$ cat config.mk
export PLATFORM = sky130hd
export DESIGN_NAME = ctrl_mc
export DESIGN_NICKNAME = d
export VERILOG_FILES = /design/src/rtl/ctrl_mc.sv
export SDC_FILE = /design/constraint.sdc
export NUM_CORES = 1
export LEC_CHECK = 0
export CAP_MARGIN = 0
export CELL_PAD_IN_SITES_DETAIL_PLACEMENT = 1
export CELL_PAD_IN_SITES_GLOBAL_PLACEMENT = 1
export CORE_ASPECT_RATIO = 0.6
export CORE_MARGIN = 1.5
export CORE_UTILIZATION = 43
export CTS_BUF_LIST = sky130_fd_sc_hd__clkbuf_4 sky130_fd_sc_hd__clkbuf_8
export CTS_CLUSTER_SIZE = 30
export DETAILED_ROUTE_END_ITERATION = 16
export PLACE_DENSITY = 0.89
export SLEW_MARGIN = 20
export SYNTH_ARGS = -nofsm -noshare
export SYNTH_HDL_FRONTEND = slang
export SYNTH_SLANG_ARGS = --single-unit
$ cat constraint.sdc
create_clock -name clk -period 3.3 [get_ports clk]
set_clock_uncertainty 0.1 [all_clocks]
set_input_delay 0.66 -clock clk [delete_from_list [all_inputs] [get_ports clk]]
set_output_delay 0.66 -clock clk [all_outputs]
set_load 0.01 [all_outputs]
$ cat src/rtl/ctrl_mc.sv
// ctrl_mc: byte-oriented command controller for servo channels and an
// ultrasonic ranger. It decodes init/servo/trigger frames from a serial
// receiver, keeps per-channel positions, runs range measurements and
// streams replies back to a serial transmitter. All outputs are registered.
module ctrl_mc #(
    parameter int unsigned N_SERVO = 2,
    parameter int unsigned POS_LEN = 8,
    parameter int unsigned POS_DEF = 150,
    parameter int unsigned CAP_LEN = 16,
    parameter int unsigned RTO_CYC = 500000
) (
    input  logic                       clk,
    input  logic                       rst,
    input  logic [7:0]                 rx_data,
    input  logic                       rx_valid,
    output logic [7:0]                 tx_data,
    output logic                       tx_send,
    input  logic                       tx_busy,
    output logic [N_SERVO*POS_LEN-1:0] servo_pos,
    output logic                       rng_en,
    input  logic                       rng_done,
    input  logic [CAP_LEN-1:0]         rng_len,
    output logic [7:0]                 err_cnt
);

    localparam int unsigned        NB      = CAP_LEN / 8;
    localparam int unsigned        CW      = $clog2(RTO_CYC + 1);
    localparam logic [POS_LEN-1:0] P_DEF   = POS_LEN'(POS_DEF);
    localparam logic [CW-1:0]      TO_LAST = CW'(RTO_CYC - 1);
    localparam logic [2:0]         LAST_RG = 3'(NB + 1);

    localparam logic [7:0] CMD_INIT  = 8'h00;
    localparam logic [7:0] CMD_SERVO = 8'h03;
    localparam logic [7:0] CMD_TRIG  = 8'h0C;
    localparam logic [7:0] RSP_ACK   = 8'hAA;
    localparam logic [7:0] RSP_SVOK  = 8'hAB;
    localparam logic [7:0] RSP_RNG   = 8'hAE;
    localparam logic [7:0] RSP_NAK   = 8'h55;

    typedef enum logic [3:0] {
        BOOT,
        IDLE,
        SV_CH,
        SV_POS,
        SV_SUM,
        RG_START,
        RG_WAIT,
        TX_BYTE,
        TX_WAIT
    } state_t;

    state_t                     r_state, w_state_nxt;
    logic                       r_tx_send, w_tx_send_nxt;
    logic [7:0]                 r_tx_data, w_tx_data_nxt;
    logic                       r_rng_en, w_rng_en_nxt;
    logic [7:0]                 r_err, w_err_nxt;
    logic [N_SERVO*POS_LEN-1:0] r_servo_pos, w_pos_nxt;
    logic [7:0]                 r_ch, w_ch_nxt;
    logic [7:0]                 r_pos, w_pos_b_nxt;
    logic [CW-1:0]              r_cnt, w_cnt_nxt;
    logic [7:0]                 r_tx_head, w_head_nxt;
    logic [2:0]                 r_tx_last, w_last_nxt;
    logic [2:0]                 r_tx_idx, w_idx_nxt;
    logic                       r_guard, w_guard_nxt;
    logic                       r_armed, w_armed_nxt;
    logic [CAP_LEN-1:0]         r_rng_len, w_len_nxt;

    logic                       w_err_inc;
    logic                       w_reply;
    logic [7:0]                 w_reply_head;
    logic [7:0]                 w_len_byte;
    logic [7:0]                 w_len_xor;
    logic [7:0]                 w_tx_byte;
    logic                       w_frame_ok;

    // Select the reply byte at the current index: head, length bytes MSB first, then their XOR
    always_comb begin
        w_len_xor  = '0;
        w_len_byte = '0;
        for (int unsigned b = 0; b < NB; b++) begin
            w_len_xor = w_len_xor ^ r_rng_len[b*8 +: 8];
            if (32'(r_tx_idx) == NB - b) begin
                w_len_byte = r_rng_len[b*8 +: 8];
            end
        end
        if (r_tx_idx == 3'd0) begin
            w_tx_byte = r_tx_head;
        end else if (32'(r_tx_idx) <= NB) begin
            w_tx_byte = w_len_byte;
        end else begin
            w_tx_byte = w_len_xor;
        end
    end

    assign w_frame_ok = (32'(r_ch) < N_SERVO) && ((CMD_SERVO ^ r_ch ^ r_pos) == rx_data);

    // Next-state and next-output logic for the controller FSM
    always_comb begin
        w_state_nxt   = r_state;
        w_tx_send_nxt = 1'b0;
        w_tx_data_nxt = r_tx_data;
        w_rng_en_nxt  = 1'b0;
        w_pos_nxt     = r_servo_pos;
        w_ch_nxt      = r_ch;
        w_pos_b_nxt   = r_pos;
        w_cnt_nxt     = r_cnt;
        w_head_nxt    = r_tx_head;
        w_last_nxt    = r_tx_last;
        w_idx_nxt     = r_tx_idx;
        w_guard_nxt   = r_guard;
        w_armed_nxt   = r_armed;
        w_len_nxt     = r_rng_len;
        w_err_inc     = 1'b0;
        w_reply       = 1'b0;
        w_reply_head  = RSP_NAK;

        unique case (r_state)
            BOOT: begin
                w_err_inc    = rx_valid;
                w_reply      = 1'b1;
                w_reply_head = RSP_ACK;
            end
            IDLE: begin
                if (rx_valid) begin
                    case (rx_data)
                        CMD_INIT: begin
                            for (int unsigned i = 0; i < N_SERVO; i++) begin
                                w_pos_nxt[i*POS_LEN +: POS_LEN] = P_DEF;
                            end
                            w_reply      = 1'b1;
                            w_reply_head = RSP_ACK;
                        end
                        CMD_SERVO: begin
                            w_cnt_nxt   = '0;
                            w_state_nxt = SV_CH;
                        end
                        CMD_TRIG: begin
                            w_rng_en_nxt = 1'b1;
                            w_state_nxt  = RG_START;
                        end
                        default: begin
                            w_err_inc    = 1'b1;
                            w_reply      = 1'b1;
                            w_reply_head = RSP_NAK;
                        end
                    endcase
                end
            end
            SV_CH, SV_POS, SV_SUM: begin
                // A byte arriving on the expiry cycle takes priority over the timeout
                if (rx_valid) begin
                    w_cnt_nxt = '0;
                    if (r_state == SV_CH) begin
                        w_ch_nxt    = rx_data;
                        w_state_nxt = SV_POS;
                    end else if (r_state == SV_POS) begin
                        w_pos_b_nxt = rx_data;
                        w_state_nxt = SV_SUM;
                    end else if (w_frame_ok) begin
                        for (int unsigned i = 0; i < N_SERVO; i++) begin
                            if (r_ch == 8'(i)) begin
                                w_pos_nxt[i*POS_LEN +: POS_LEN] = r_pos[POS_LEN-1:0];
                            end
                        end
                        w_reply      = 1'b1;
                        w_reply_head = RSP_SVOK;
                    end else begin
                        w_err_inc    = 1'b1;
                        w_reply      = 1'b1;
                        w_reply_head = RSP_NAK;
                    end
                end else if (r_cnt == TO_LAST) begin
                    w_err_inc    = 1'b1;
                    w_reply      = 1'b1;
                    w_reply_head = RSP_NAK;
                end else begin
                    w_cnt_nxt = r_cnt + 1'b1;
                end
            end
            RG_START: begin
                w_err_inc   = rx_valid;
                // A result already showing at start is stale: wait for it to drop first
                w_armed_nxt = ~rng_done;
                w_state_nxt = RG_WAIT;
            end
            RG_WAIT: begin
                w_err_inc = rx_valid;
                if (r_armed && rng_done) begin
                    w_len_nxt   = rng_len;
                    w_head_nxt  = RSP_RNG;
                    w_last_nxt  = LAST_RG;
                    w_idx_nxt   = 3'd0;
                    w_state_nxt = TX_BYTE;
                end else if (!rng_done) begin
                    w_armed_nxt = 1'b1;
                end
            end
            TX_BYTE: begin
                w_err_inc = rx_valid;
                if (!tx_busy) begin
                    w_tx_send_nxt = 1'b1;
                    w_tx_data_nxt = w_tx_byte;
                    w_guard_nxt   = 1'b1;
                    w_state_nxt   = TX_WAIT;
                end
            end
            TX_WAIT: begin
                w_err_inc = rx_valid;
                if (r_guard) begin
                    w_guard_nxt = 1'b0;
                end else if (!tx_busy) begin
                    if (r_tx_idx == r_tx_last) begin
                        w_state_nxt = IDLE;
                    end else begin
                        w_idx_nxt   = r_tx_idx + 3'd1;
                        w_state_nxt = TX_BYTE;
                    end
                end
            end
            default: begin
                w_state_nxt = BOOT;
            end
        endcase

        if (w_reply) begin
            w_head_nxt  = w_reply_head;
            w_last_nxt  = 3'd0;
            w_idx_nxt   = 3'd0;
            w_state_nxt = TX_BYTE;
        end

        w_err_nxt = (w_err_inc && (r_err != 8'hFF)) ? r_err + 8'd1 : r_err;
    end

    // State and registered-output update with synchronous reset
    always_ff @(posedge clk) begin
        if (rst) begin
            r_state   <= BOOT;
            r_tx_send <= 1'b0;
            r_tx_data <= '0;
            r_rng_en  <= 1'b0;
            r_err     <= '0;
            for (int unsigned i = 0; i < N_SERVO; i++) begin
                r_servo_pos[i*POS_LEN +: POS_LEN] <= P_DEF;
            end
            r_ch      <= '0;
            r_pos     <= '0;
            r_cnt     <= '0;
            r_tx_head <= '0;
            r_tx_last <= '0;
            r_tx_idx  <= '0;
            r_guard   <= 1'b0;
            r_armed   <= 1'b0;
            r_rng_len <= '0;
        end else begin
            r_state     <= w_state_nxt;
            r_tx_send   <= w_tx_send_nxt;
            r_tx_data   <= w_tx_data_nxt;
            r_rng_en    <= w_rng_en_nxt;
            r_err       <= w_err_nxt;
            r_servo_pos <= w_pos_nxt;
            r_ch        <= w_ch_nxt;
            r_pos       <= w_pos_b_nxt;
            r_cnt       <= w_cnt_nxt;
            r_tx_head   <= w_head_nxt;
            r_tx_last   <= w_last_nxt;
            r_tx_idx    <= w_idx_nxt;
            r_guard     <= w_guard_nxt;
            r_armed     <= w_armed_nxt;
            r_rng_len   <= w_len_nxt;
        end
    end

    assign tx_send   = r_tx_send;
    assign tx_data   = r_tx_data;
    assign rng_en    = r_rng_en;
    assign err_cnt   = r_err;
    assign servo_pos = r_servo_pos;

endmodule

-- Word-level counts from Yosys, hierarchy flattened
Index checks and enable logic that the tools add are counted.
- output and inout port bits: 34
- input port bits: 29
- word-level logic and storage cells: 176
- bits in registers: 103
- mux-type cells: 66
- magnitude comparators: 2
- $add $sub $neg: 3
- eq/ne operators: 45
- reductions and logical operators: 33
- bitwise gates (word level): 10
- operators by type and width (cell ; count):
    $mux 8 ; 15
    $mux 16 ; 6
    $mux 19 ; 4
    $pmux 19 s2 ; 1
    $mux 4 ; 8
    $ne 2x2->1 const B ; 16
    $pmux 16 s2 ; 1
    $pmux 4 s7 ; 1
    $ne 3x3->1 const B ; 8
    $pmux 8 s3 ; 1
    $add 19x1->19 const B ; 1
    $eq 19x19->1 const B ; 1
    $mux 3 ; 6
    $reduce_and 9->1 ; 2
    $mux 1 ; 17
    $eq 4x3->1 const B ; 4
    $logic_not 8->1 ; 2
    $reduce_and 8->1 ; 2
    $xor 8x8->8 ; 2
    $reduce_bool 2->1 ; 6
    $reduce_or 3->1 ; 3
    $add 8x1->8 const B ; 1
    $eq 4x2->1 const B ; 2
    $eq 8x1->1 const B ; 1
    other kinds (31) ; 48

-- Logic depth before layout (Yosys ltp)
- depth after elaboration: 10
- mapped depth: 10

-- Worst setup path before layout
Ideal clock, no wire load.
- kind: input to register
- from: input rx_data[3]
- to: register r_err[4], in the netlist err_cnt[4]
- slack: 0.579 ns
- stages: 8
- path buffers: 1
- library setup time: 0.123 ns
- arrival time: 2.498 ns
- required time: 3.077 ns
- cell sequence: clkbuf_1 > xnor3_1 > nand2_1 > nor4_1 > and4_1 > a211oi_4 > nand4_1 > mux2_1
- cells in the longest elaborated chain, start to end: 8
- elaborated cells on any way between the ends: 14
- ends and longest elaborated chain (element ; line ; text):
    from (decl) ; 14 ; input logic [7:0] rx_data,
    $eq 8x8->1 ; 95 ; assign w_frame_ok = (32'(r_ch) < N_SERVO) && ((CMD_SERVO ^ r_ch ^ r_pos) == rx_data);
    $logic_and 1x1->1 ; 95 ;
    $mux 1 ; 159 ; end else if (w_frame_ok) begin
    $mux 1 ; 156 ; end else if (r_state == SV_POS) begin
    $mux 1 ; 153 ; if (r_state == SV_CH) begin
    $mux 1 ; 151 ; if (rx_valid) begin
    $pmux 1 s3 * ; 117 ; unique case (r_state)
    $logic_and 1x1->1 * ; 232 ; w_err_nxt = (w_err_inc && (r_err != 8'hFF)) ? r_err + 8'd1 : r_err;
    to (signal assigned) ; 260 ; r_err <= w_err_nxt;
    to (decl) ; 56 ; logic [7:0] r_err, w_err_nxt;
Mark *: on every way between the ends. The rest lies on a longest branch, timed or not.
A chain may end at the register's enable or synchronous reset.

-- Worst setup path in the final report
- from: input rx_data[4]
- to: register r_state[1]
- cells in the longest elaborated chain, start to end: 7
- elaborated cells on any way between the ends: 20
- ends and longest elaborated chain (element ; line ; text):
    $eq 8x4->1 / $eq 8x2->1 (equally long branches) ; 125 ; case (rx_data)
    $reduce_or 2->1 (no source line) ; - ;
    $mux 1 ; 125 ;
    $mux 1 ; 124 ; if (rx_valid) begin
    $pmux 1 s3 ; 117 ;
    $ne 4x2->1 (no source line), or another cell as far along ; - ;
    $reduce_and 9->1 (no source line) ; - ;
    to (signal assigned) ; 256 ; r_state <= w_state_nxt;
    to (decl) ; 52 ; state_t r_state, w_state_nxt;
Several ways; a longest one is shown, not always the timed one. The select of a mux whose other input is x is not followed.

==> metrics.csv <==
metric,value,unit
initial_utilization,45.1,%
seqCellArea,0.00198,mm²
hold_slack,0.382,ns
cts_resized,0,
syn_inst,584,
grt_pass1_wl,23600,µm
layout_commonest_cell,dfxtp_1,
drt_iter0_drc,288,
vias,4554,
period_minus_slack,2.88,ns
post_cts_buffers,0,
clockBufferDepth,2,
r2r.worst_path.cells,7,
io_pins,63,
tightest_slew,0.774,ns
tns,0,ns
cpPeakStageDelay,0.49,ns
rsz0062_at_grt,no,
htree_levels,3,
drcViolationCount,0,
antenna_found_initial,0,
cellLeakagePower,2.19,nW
final_cell_mix,"99 x dfxtp_1, 96 x nor2_1, 72 x nand2_1, 61 x clkdlybuf4s50_1, 35 x a21oi_1",
root_buffer,clkbuf_8,
maxSlewViolCount,0,
avgSynthCellArea,8.34,µm²
dieHeight,85.5,µm
fin_crit_sh,87.3,%
yosys_most_used_dff,dfxtp_1,
min_path_type,flip-flop to flip-flop,
wirelength,14500,µm
cp-start-kind,input port,
n_fill_cell,1281,
critPathCaptureType,flip-flop,
cts.clk_slew.worst_paths,0.10,ns
dp_hpwl,10600,µm
synth_edf_count,0,
hold_violations,0,
combPwrFrac,30.1,%
viasPerCell,5.75,
rows,29,
postCtsHoldBufs,0,
synth_compound_area_share,14.5,%
synthArstFlopShare,0,%
grt_overflow,0,
arrival,2.99,ns
synth_nets,619,
syn2layout_area_growth,21.8,%
netSwitchingFraction,35.2,%
grt_max_degree,73,
synth_top_family_by_area,simple AND/OR/NAND/NOR gates,
die_width,140,µm
p_sw,1.14,mW
synthSimpleGateAreaFrac,26.0,%
hold_depth,2,
pwr-share-seq,43.7,%
required,3.41,ns
worstPathCellList,clkdlybuf4s50_1 > nor4_2 > buf_4 > nand4_1 > buf_4 > and3_1 > or3_1 > a21oi_1 > o22ai_1,
clkSinkCount,99,
synthMuxAreaShare,7.45,%
multi_input_area,0.00275,mm²
final_nets,683,
slowest_stage,clkdlybuf4s50_1,
cp_common_cell,buf_4,
cap_violations,0,
fmax,0.347,GHz
synthXorXnorAreaFrac,6.83,%
ant_nets,0,
cts_buffers,9,
synth.distinct_cells,58,
first_global_vias,4581,
wl_per_cell,18.4,µm
peakVddDrop,326,µV
slew_headroom,48.4,%
grt_use_total,25.1,%
yosys.area_share.adder,1.54,%
cts_tree,done,
diodes,0,
first_pass_iters,5,
fp.coreArea,0.0108,mm²
critical_path_class,input port to flip-flop,
synth_area,0.00487,mm²
drive_gt1_share,7.50,%
port_buffers,62,
cp_max_fo,7,
power.internal,2.10,mW
seq_area_frac_synth,40.7,%
power.density,546,mW/mm²
status,completed,
dieArea,0.0120,mm²
clkPwrFrac,26.2,%
clk_latency,0.38,ns
yosys_warnings,0,
routabilityCongestion,0.823,
synth-seq-cells,99,
setup_viol,0,
## kinds of logic (layout without fill, tap and decap cells)
group | count (synthesis) | count (layout)
adders and majority gates | 6 | 6
DFF | 99 | 99
buffers and inverters | 40 | 109
xor gates and xnor gates | 30 | 30
muxes | 36 | 36
AOI/OAI and AO/OA | 104 | 104
and+or+nand+nor | 269 | 269
## cell usage after synthesis (2+ instances only)
cell,instances,area share (%)
dfxtp_1,99,41
nor2_1,96,7.4
nand2_1,72,5.5
a21oi_1,35,3.6
mux2i_1,34,7.0
clkbuf_1,29,2.2
nand3_1,24,2.5
o21ai_0,20,2.1
xor2_1,17,3.1
nor3_1,14,1.4
inv_1,11,0.85
nand4_1,11,1.4
nand2b_1,10,1.3
a22oi_1,8,1.2
xnor2_1,8,1.4
and2_1,6,0.77
ha_1,6,1.5
nor2b_1,6,0.77
a211oi_1,5,0.77
and3_1,5,0.64
nor4_1,5,0.64
o21bai_1,4,0.62
o22ai_1,4,0.51
xnor3_1,4,1.8
a31oi_1,3,0.39
and4_1,3,0.54
nand3b_1,3,0.46
o21ai_1,3,0.31
or3_1,3,0.39
a21o_1,2,0.31
a21oi_2,2,0.36
a311oi_1,2,0.36
a41o_1,2,0.41
and4b_1,2,0.41
mux2_1,2,0.46
or3b_1,2,0.36
## path summary, 6_finish.rpt
kind | from | endpoint | slack [ns]
worst min register to register | r_rng_len[6]$_SDFFE_PP0P_ | r_rng_len[6]$_SDFFE_PP0P_ | 0.38
worst max register to register | r_cnt[9]$_SDFFE_PP0P_ | err_cnt[5]$_SDFFE_PP0P_ | 0.47
worst max-delay path | rx_data[4] | r_state[1]$_SDFFE_PP0P_ | 0.42
worst min-delay path | r_rng_len[6]$_SDFFE_PP0P_ | r_rng_len[6]$_SDFFE_PP0P_ | 0.38
## critical path, delay by kind of cell
kind | cells | cell delay [ns]
compound gates | 2 | 0.33
buf+inv | 3 | 0.87
simple gates | 4 | 1.11
## metal layers
metal,global-route usage (%),part of all wire (%),up-vias
li1,-,-,2161
met2,39.6,44,115
met4,6.51,1.2,0
met5,0,0,-
met1,34.5,50,2258
met3,5.98,5.1,20
## sequential cells by signal (all words and copies together), names as in the netlist, 3 cells and up
name,flops
r_cnt,19
r_rng_len,16
servo_pos,16
err_cnt,8
r_ch,8
r_pos,8
tx_data,8
r_state,4
r_tx_head,4
r_tx_idx,3
## power by group through the flow
stage | sequential, mW | combinational (mW) | clock (mW)
global route | 1.43 | 1.08 | 0.922
CTS | 1.41 | 0.967 | 0.874
detailed placement | 1.44 | 0.958 | 0
finish | 1.42 | 0.975 | 0.850
global placement | 1.43 | 0.901 | 0
floorplan | 1.37 | 0.712 | 0
## per-stage QoR
step / instances / instance area, µm² / setup slack (ns) / util (%) / total power [mW]
6_report: 792 / 5940 / 0.420 / 54.9 / 3.24
5_1_grt: 792 / 5940 / 0.319 / 54.9 / 3.43
4_1_cts: 792 / 5940 / 0.481 / 54.9 / 3.25
3_5_place_dp: 776 / 5720 / 0.117 / 52.9 / 2.40
3_3_place_gp: 776 / 5720 / 0.198 / 52.9 / 2.33
2_1_floorplan: 584 / 4870 / 0.579 / - / 2.08
## cell type report
type | instances | area share (%)
well taps | 139 | 2.93
multi-input cells | 445 | 46.3
flip-flops and latches | 99 | 33.4
clock buffers | 12 | 2.68
repair buffers | 82 | 13.1
inverters | 11 | 0.695
clock inverters | 4 | 0.948
Power figures use the tool's default switching activity.
